--- src/rtl/e203_irq_inj_pkg.sv ---
// Shared types and constants for the E203 interrupt / ITCM-error injection scheduler.
package e203_irq_inj_pkg;

    typedef enum logic [1:0] {CH_IDLE, CH_WAIT, CH_ASSERT, CH_STOP} chan_state_t;
    typedef enum logic [1:0] {ERR_LOW, ERR_HIGH, ERR_STOP} err_state_t;

    localparam logic [31:0] DEF_PC_ARM     = 32'h8000015C;
    localparam logic [31:0] DEF_PC_TOHOST  = 32'h80000086;
    localparam logic [31:0] DEF_PC_EXT_ACK = 32'h800000A6;
    localparam logic [31:0] DEF_PC_SFT_ACK = 32'h800000BE;
    localparam logic [31:0] DEF_PC_TMR_ACK = 32'h800000D6;

    // Right-shifting Galois form of x^32 + x^22 + x^2 + x + 1.
    localparam logic [31:0] LFSR_TAPS = 32'h80200003;

    function automatic logic [31:0] lfsr_next(input logic [31:0] v);
        return (v >> 1) ^ (v[0] ? LFSR_TAPS : 32'h0);
    endfunction

endpackage

--- src/rtl/e203_irq_inj_chan.sv ---
// One interrupt channel: random wait, hold the line until the handler exit commits, repeat or stop.
module e203_irq_inj_chan
    import e203_irq_inj_pkg::*;
#(
    parameter int WAIT_W = 10
) (
    input  logic              clk,
    input  logic              rst_n,
    input  logic [WAIT_W:0]   delay,
    input  logic              ack,
    input  logic              stop,
    input  logic              go,
    output logic              irq,
    output chan_state_t       state
);

    logic [WAIT_W:0] cnt;

    always_ff @(posedge clk or negedge rst_n) begin
        if (!rst_n) begin
            state <= CH_IDLE;
            cnt   <= '0;
            irq   <= 1'b0;
        end else begin
            case (state)
                CH_IDLE: begin
                    if (go) begin
                        state <= CH_WAIT;
                        cnt   <= delay;
                    end
                end
                CH_WAIT: begin
                    if (!go) begin
                        state <= CH_IDLE;
                    end else if (cnt == (WAIT_W+1)'(1)) begin
                        state <= CH_ASSERT;
                        irq   <= 1'b1;
                    end else begin
                        cnt <= cnt - (WAIT_W+1)'(1);
                    end
                end
                CH_ASSERT: begin
                    if (!go) begin
                        state <= CH_IDLE;
                        irq   <= 1'b0;
                    end else if (ack) begin
                        irq <= 1'b0;
                        if (stop) begin
                            state <= CH_STOP;
                        end else begin
                            state <= CH_WAIT;
                            cnt   <= delay;
                        end
                    end
                end
                default: begin
                    state <= CH_STOP;
                    irq   <= 1'b0;
                end
            endcase
        end
    end

endmodule

--- src/rtl/e203_irq_inject_sched.sv ---
// Drives forced ext/sft/tmr interrupts and ITCM read errors into the E203 subsystem,
// paced by an LFSR and released by the handler-exit commits.
module e203_irq_inject_sched
    import e203_irq_inj_pkg::*;
#(
    parameter int                  PC_SIZE    = 32,
    parameter int                  WAIT_W     = 10,
    parameter logic [PC_SIZE-1:0]  PC_ARM     = PC_SIZE'(DEF_PC_ARM),
    parameter logic [PC_SIZE-1:0]  PC_TOHOST  = PC_SIZE'(DEF_PC_TOHOST),
    parameter logic [PC_SIZE-1:0]  PC_EXT_ACK = PC_SIZE'(DEF_PC_EXT_ACK),
    parameter logic [PC_SIZE-1:0]  PC_SFT_ACK = PC_SIZE'(DEF_PC_SFT_ACK),
    parameter logic [PC_SIZE-1:0]  PC_TMR_ACK = PC_SIZE'(DEF_PC_TMR_ACK),
    parameter int                  STOP_CNT   = 32,
    parameter int                  END_CNT    = 8,
    parameter int                  ERR_EN     = 1
) (
    input  logic               clk,
    input  logic               rst_n,
    input  logic               enable,
    input  logic               seed_load,
    input  logic [31:0]        seed,
    input  logic               cmt_valid,
    input  logic [PC_SIZE-1:0] cmt_pc,
    input  logic               status_mie,
    input  logic               itcm_rsp_read,
    output logic               ext_irq_o,
    output logic               sft_irq_o,
    output logic               tmr_irq_o,
    output logic               itcm_err_o,
    output logic [31:0]        tohost_cnt_o,
    output logic               done_o,
    output logic               armed_o
);

    logic [31:0]  lfsr;
    logic         hit_arm;
    logic         hit_tohost;
    logic [2:0]   hit_ack;
    logic [2:0]   ack;
    logic [2:0]   irq;
    logic         go;
    logic         stop_inj;
    chan_state_t  chan_state [3];

    assign hit_arm    = cmt_valid & (cmt_pc == PC_ARM);
    assign hit_tohost = cmt_valid & (cmt_pc == PC_TOHOST);
    assign hit_ack[0] = cmt_valid & (cmt_pc == PC_EXT_ACK);
    assign hit_ack[1] = cmt_valid & (cmt_pc == PC_SFT_ACK);
    assign hit_ack[2] = cmt_valid & (cmt_pc == PC_TMR_ACK);

    assign go       = armed_o & enable;
    assign stop_inj = tohost_cnt_o > 32'(STOP_CNT);

    always_ff @(posedge clk or negedge rst_n) begin
        if (!rst_n) begin
            lfsr <= 32'h1;
        end else if (seed_load) begin
            lfsr <= (seed == 32'h0) ? 32'h1 : seed;
        end else begin
            lfsr <= lfsr_next(lfsr);
        end
    end

    always_ff @(posedge clk or negedge rst_n) begin
        if (!rst_n) begin
            armed_o      <= 1'b0;
            tohost_cnt_o <= '0;
            done_o       <= 1'b0;
        end else begin
            armed_o <= armed_o | hit_arm;
            if (hit_tohost && (tohost_cnt_o != 32'hFFFF_FFFF)) begin
                tohost_cnt_o <= tohost_cnt_o + 32'd1;
            end
            if ((tohost_cnt_o >= 32'(END_CNT)) && (irq == 3'b000)) begin
                done_o <= 1'b1;
            end
        end
    end

    // Channel i draws its delay from an 8*i-offset LFSR window so the three waits differ.
    for (genvar i = 0; i < 3; i++) begin : g_chan
        logic [WAIT_W:0] delay;
        assign delay  = (WAIT_W+1)'(lfsr[8*i +: WAIT_W]) + (WAIT_W+1)'(1);
        assign ack[i] = hit_ack[i] & (chan_state[i] == CH_ASSERT);

        e203_irq_inj_chan #(
            .WAIT_W (WAIT_W)
        ) u_chan (
            .clk   (clk),
            .rst_n (rst_n),
            .delay (delay),
            .ack   (ack[i]),
            .stop  (stop_inj),
            .go    (go),
            .irq   (irq[i]),
            .state (chan_state[i])
        );
    end

    assign ext_irq_o = irq[0];
    assign sft_irq_o = irq[1];
    assign tmr_irq_o = irq[2];

    if (ERR_EN != 0) begin : g_err
        err_state_t err_state;
        logic [8:0] err_cnt;

        // The reset count matches LFSR[3:0]+1 for the reset LFSR value of 1.
        always_ff @(posedge clk or negedge rst_n) begin
            if (!rst_n) begin
                err_state <= ERR_LOW;
                err_cnt   <= 9'd2;
            end else begin
                case (err_state)
                    ERR_LOW: begin
                        if (err_cnt == 9'd1) begin
                            err_state <= ERR_HIGH;
                            err_cnt   <= {1'b0, lfsr[7:0]} + 9'd1;
                        end else begin
                            err_cnt <= err_cnt - 9'd1;
                        end
                    end
                    ERR_HIGH: begin
                        if (err_cnt == 9'd1) begin
                            if (stop_inj) begin
                                err_state <= ERR_STOP;
                            end else begin
                                err_state <= ERR_LOW;
                                err_cnt   <= {5'b0, lfsr[3:0]} + 9'd1;
                            end
                        end else begin
                            err_cnt <= err_cnt - 9'd1;
                        end
                    end
                    default: err_state <= ERR_STOP;
                endcase
            end
        end

        // Only read responses under MIE get corrupted, keeping write responses and trap codes clean.
        assign itcm_err_o = (err_state == ERR_HIGH) & status_mie & itcm_rsp_read;
    end else begin : g_no_err
        assign itcm_err_o = 1'b0;
    end

endmodule

--- config.mk ---
export PLATFORM = sky130hd
export DESIGN_NAME = e203_irq_inject_sched
export DESIGN_NICKNAME = d
export VERILOG_FILES = /design/src/rtl/e203_irq_inj_pkg.sv /design/src/rtl/e203_irq_inj_chan.sv /design/src/rtl/e203_irq_inject_sched.sv
export SDC_FILE = /design/constraint.sdc
export NUM_CORES = 1
export LEC_CHECK = 0
export CAP_MARGIN = 20
export CORE_ASPECT_RATIO = 0.5
export CORE_MARGIN = 3
export CORE_UTILIZATION = 45
export DETAILED_ROUTE_END_ITERATION = 16
export GPL_ROUTABILITY_DRIVEN = 0
export PLACE_DENSITY = 0.69
export SLEW_MARGIN = 20
export SYNTH_ARGS = -nofsm -noshare
export SYNTH_HDL_FRONTEND = slang
export SYNTH_SLANG_ARGS = --single-unit
--- constraint.sdc ---
create_clock -name clk -period 6.31 [get_ports clk]
set_clock_uncertainty 0.05 [all_clocks]
set_input_delay 0.631 -clock clk [delete_from_list [all_inputs] [get_ports clk]]
set_output_delay 0.631 -clock clk [all_outputs]
set_load 0.01 [all_outputs]
==> impl_results.md <==
- Synth area leader: dfrtp_1
- Final ANT Viol Nets: 0
- Dpl cells: 1,016
- IO Port Bufs: 108
- GRT overflow: 0
- Rel. slew slack: 0.415
- Final TNS setup: 0 ns
- Seq pwr share: 0.425
- Combinational fraction of design power: 0.086
- Placed inst area: 8120 um^2
- Hold Worst Slack: 0.205 ns
- Setup violators final: 0
- Sequential fraction of the synthesis area: 0.434
- Required time of the critical path: 6.55 ns
- Drc violations: 0
- DR vias/cell: 5.80
- Final Hold Fails: 0
- Fmax: 324 MHz
- Ys flop type: dfrtp_1
- Worst Path Max Fanout: 22
- Post-CTS resize count: 0
- Signal arrival time at the worst endpoint: 3.33 ns
- Fraction of layout cells with a size suffix above 1: 0.0965
- Post-DP HPWL: 12,700 um
- Yosys top cell area share: 0.427
- Hold-fix buffers at CTS: 0
- DP Worst Slack: 2.86 ns
- Die Footprint: 16,900 um^2
- Setup WS post-layout: 3.22 ns
- Row count: 31
- TritonRoute pass-1 iters: 5
- Crit end category: flop
- TritonCTS Buffers: 17
- Pin count of the biggest net entering global routing: 70
- Largest cells by area after synthesis: dfrtp_1 43%, xnor2_1 5.1%, mux2_2 4.9%
- Initial antenna violation count: 0
- First-pass GRT wire length: 29,500 um
- Int Pwr: 1.47 mW
- Power Total: 1.92 mW
- Cell variety after synth: 64
- Io pins: 109
- Die Y: 93.3 um
- Switch share: 0.234
- Crit path kind: input port to flop
- Initial Utilization: 0.467
- # nets final: 921
- CP Launch Type: input port
- Post-synth EDFFs: 0
- RSZ-0062 raised after global routing: false
- Syn Inst Count: 731
- Switch Pwr: 0.451 mW
- CORE AREA: 14,700 um^2
- DRT met1 WL: 8540 um
- Post-synthesis register bit count: 119
- Max-cap violations: 0
- Total track usage: 0.213
- Iter 0 DRT Violations: 513
- H-tree levels: 4
- Met3 wire length: 1170 um
- Worst-Skew Late Latency: 0.41 ns
- Minimum clock period: 3.09 ns
- Top Metal Used: met4
- Finished Cell Area: 8700 um^2
- Non-filler instance count after layout: 1,048
- Hold Crit Class: input port to asynchronous set/reset pin
- Clock tree buffer depth: 2
- Root Buffer: clkbuf_16
- Post-synth net total: 815
- # diodes: 0
- Status: completed
- Die Span X: 181 um
- DR WL/cell: 16.6 um
- Synth async-reset ratio: 1.00
- Metal2 WL: 7450 um
- Util after Layout: 0.592
- Fin crit share: 0.489
- Number of global-route vias before repair: 5,870
- Post-CTS setup buffers: 0
- Layout area overhead: 26.8%
- CTS clk-pin slew, worst paths: 0.06 ns
- CTS tree: yes
- Clock power share: 0.489
- Syn_area_per_cell: 9.38 um^2
- Cell area power density: 221 nW/um^2
- CTS Sinks: 119
- Synth Warn #: 0
- Cell area after synthesis: 6860 um^2
- R2r worst-path depth: 6
- Final slew viol count: 0
- Final WL: 17,400 um
- Worst-Margin Slew: 0.877 ns
- Via count: 6,078
- Worst vdd ir: 185 uV
- Leak: 3.57 nW
-- area by class of cell --
| cell class | count | area, um^2 |
|---|---|---|
| repair buffers | 114 | 1120 |
| fillers | 1236 | 6000 |
| inverters | 21 | 78.8 |
| clock buffers | 25 | 505 |
| flip-flops and latches | 119 | 2980 |
| clock inverters | 7 | 68.8 |
| well taps | 198 | 248 |
| multi-input cells | 564 | 3690 |
-- cells in the mapped netlist (3+ instances only) --
library cell	count
dfrtp_1	117
nand2_1	69
nor2_1	61
a21oi_1	40
xnor2_1	40
mux2_2	30
nor4_1	29
nand3_1	27
o21ai_0	26
nor3_1	23
nand4_1	22
inv_1	21
and3_1	18
xor2_1	17
clkbuf_1	15
o22a_1	15
o21ai_1	14
ha_1	13
and4_1	9
buf_2	9
nand2b_1	9
a31oi_1	7
nor4b_1	7
or3_1	7
and2_1	6
o22ai_1	6
nor4_2	5
o31ai_1	5
o41ai_1	5
a22o_1	4
a211o_1	3
buf_1	3
nand3b_1	3
nor2b_1	3
o21a_1	3
or4_1	3
-- flip-flops by register name, indices dropped and copies added (netlist names) --
signal	count
tohost_cnt_o	32
g_chan.u_chan.cnt	33
g_err.err_state	2
done_o	1
lfsr	32
g_err.err_cnt	9
g_chan.u_chan.irq	3
armed_o	1
g_chan.u_chan.state	6
-- cell families (layout without fill, tap and decap cells) --
logic type,after synthesis,count (layout),synth area share
flip-flops,119,119,0.434
AO/OA/AOI/OAI,151,151,0.143
adder cells (fa/ha/maj),13,13,0.0237
buffers and inverters,48,167,0.0279
AND/OR/NAND/NOR,313,313,0.249
XOR/XNOR,57,57,0.0728
multiplexers,30,30,0.0492
-- power by group through the flow --
stage                     registers [mW]  logic [mW]  clock network, mW
after global placement             0.830       0.163                  0
after CTS                          0.818       0.167              0.952
after floorplan                    0.818      0.0852                  0
final                              0.818       0.165              0.940
after global routing               0.822       0.185              0.988
after detailed placement           0.831       0.166                  0
-- layout by cell type (no fill, tap or decap), drive strengths merged, types with 24 or more instances in the layout --
cell type	synthesis	routed
dfrtp	117	117
clkdlybuf4s50	0	107
nand2	69	69
nor2	61	61
xnor2	40	40
a21oi	40	40
o21ai	40	40
nor4	35	35
mux2	30	30
nand3	27	27
clkbuf	15	25
nor3	24	24
-- worst max-delay path, cell delays in order --
cell and delay [ns]:
clkdlybuf4s50_1 0.50, nor4bb_1 0.48, nand4_1 0.18, nor4_2 0.47, o211a_1 0.62, o21ai_0 0.19
a22o_1 0.26
-- path summary, 6_finish.rpt --
kind	slack, ns	to	from
setup / recovery	3.22	g_chan[1].u_chan.cnt[3]	cmt_pc[4]
hold / removal	0.20	tohost_cnt_o[21]	rst_n
setup reg to reg	3.56	g_chan[1].u_chan.cnt[3]	tohost_cnt_o[23]
hold reg to reg	0.42	done_o	done_o
max in group asynchronous	4.68	g_chan[1].u_chan.cnt[7]	rst_n
min in group clk	0.42	done_o	done_o
-- metal layers --
metal | global-route usage | vias to the layer above
li1 | - | 2923
met1 | 0.303 | 2910
met2 | 0.331 | 218
met3 | 0.0532 | 27
met4 | 0.0498 | 0
met5 | 0 | -
No activity file was read; power rests on OpenSTA's default activity.
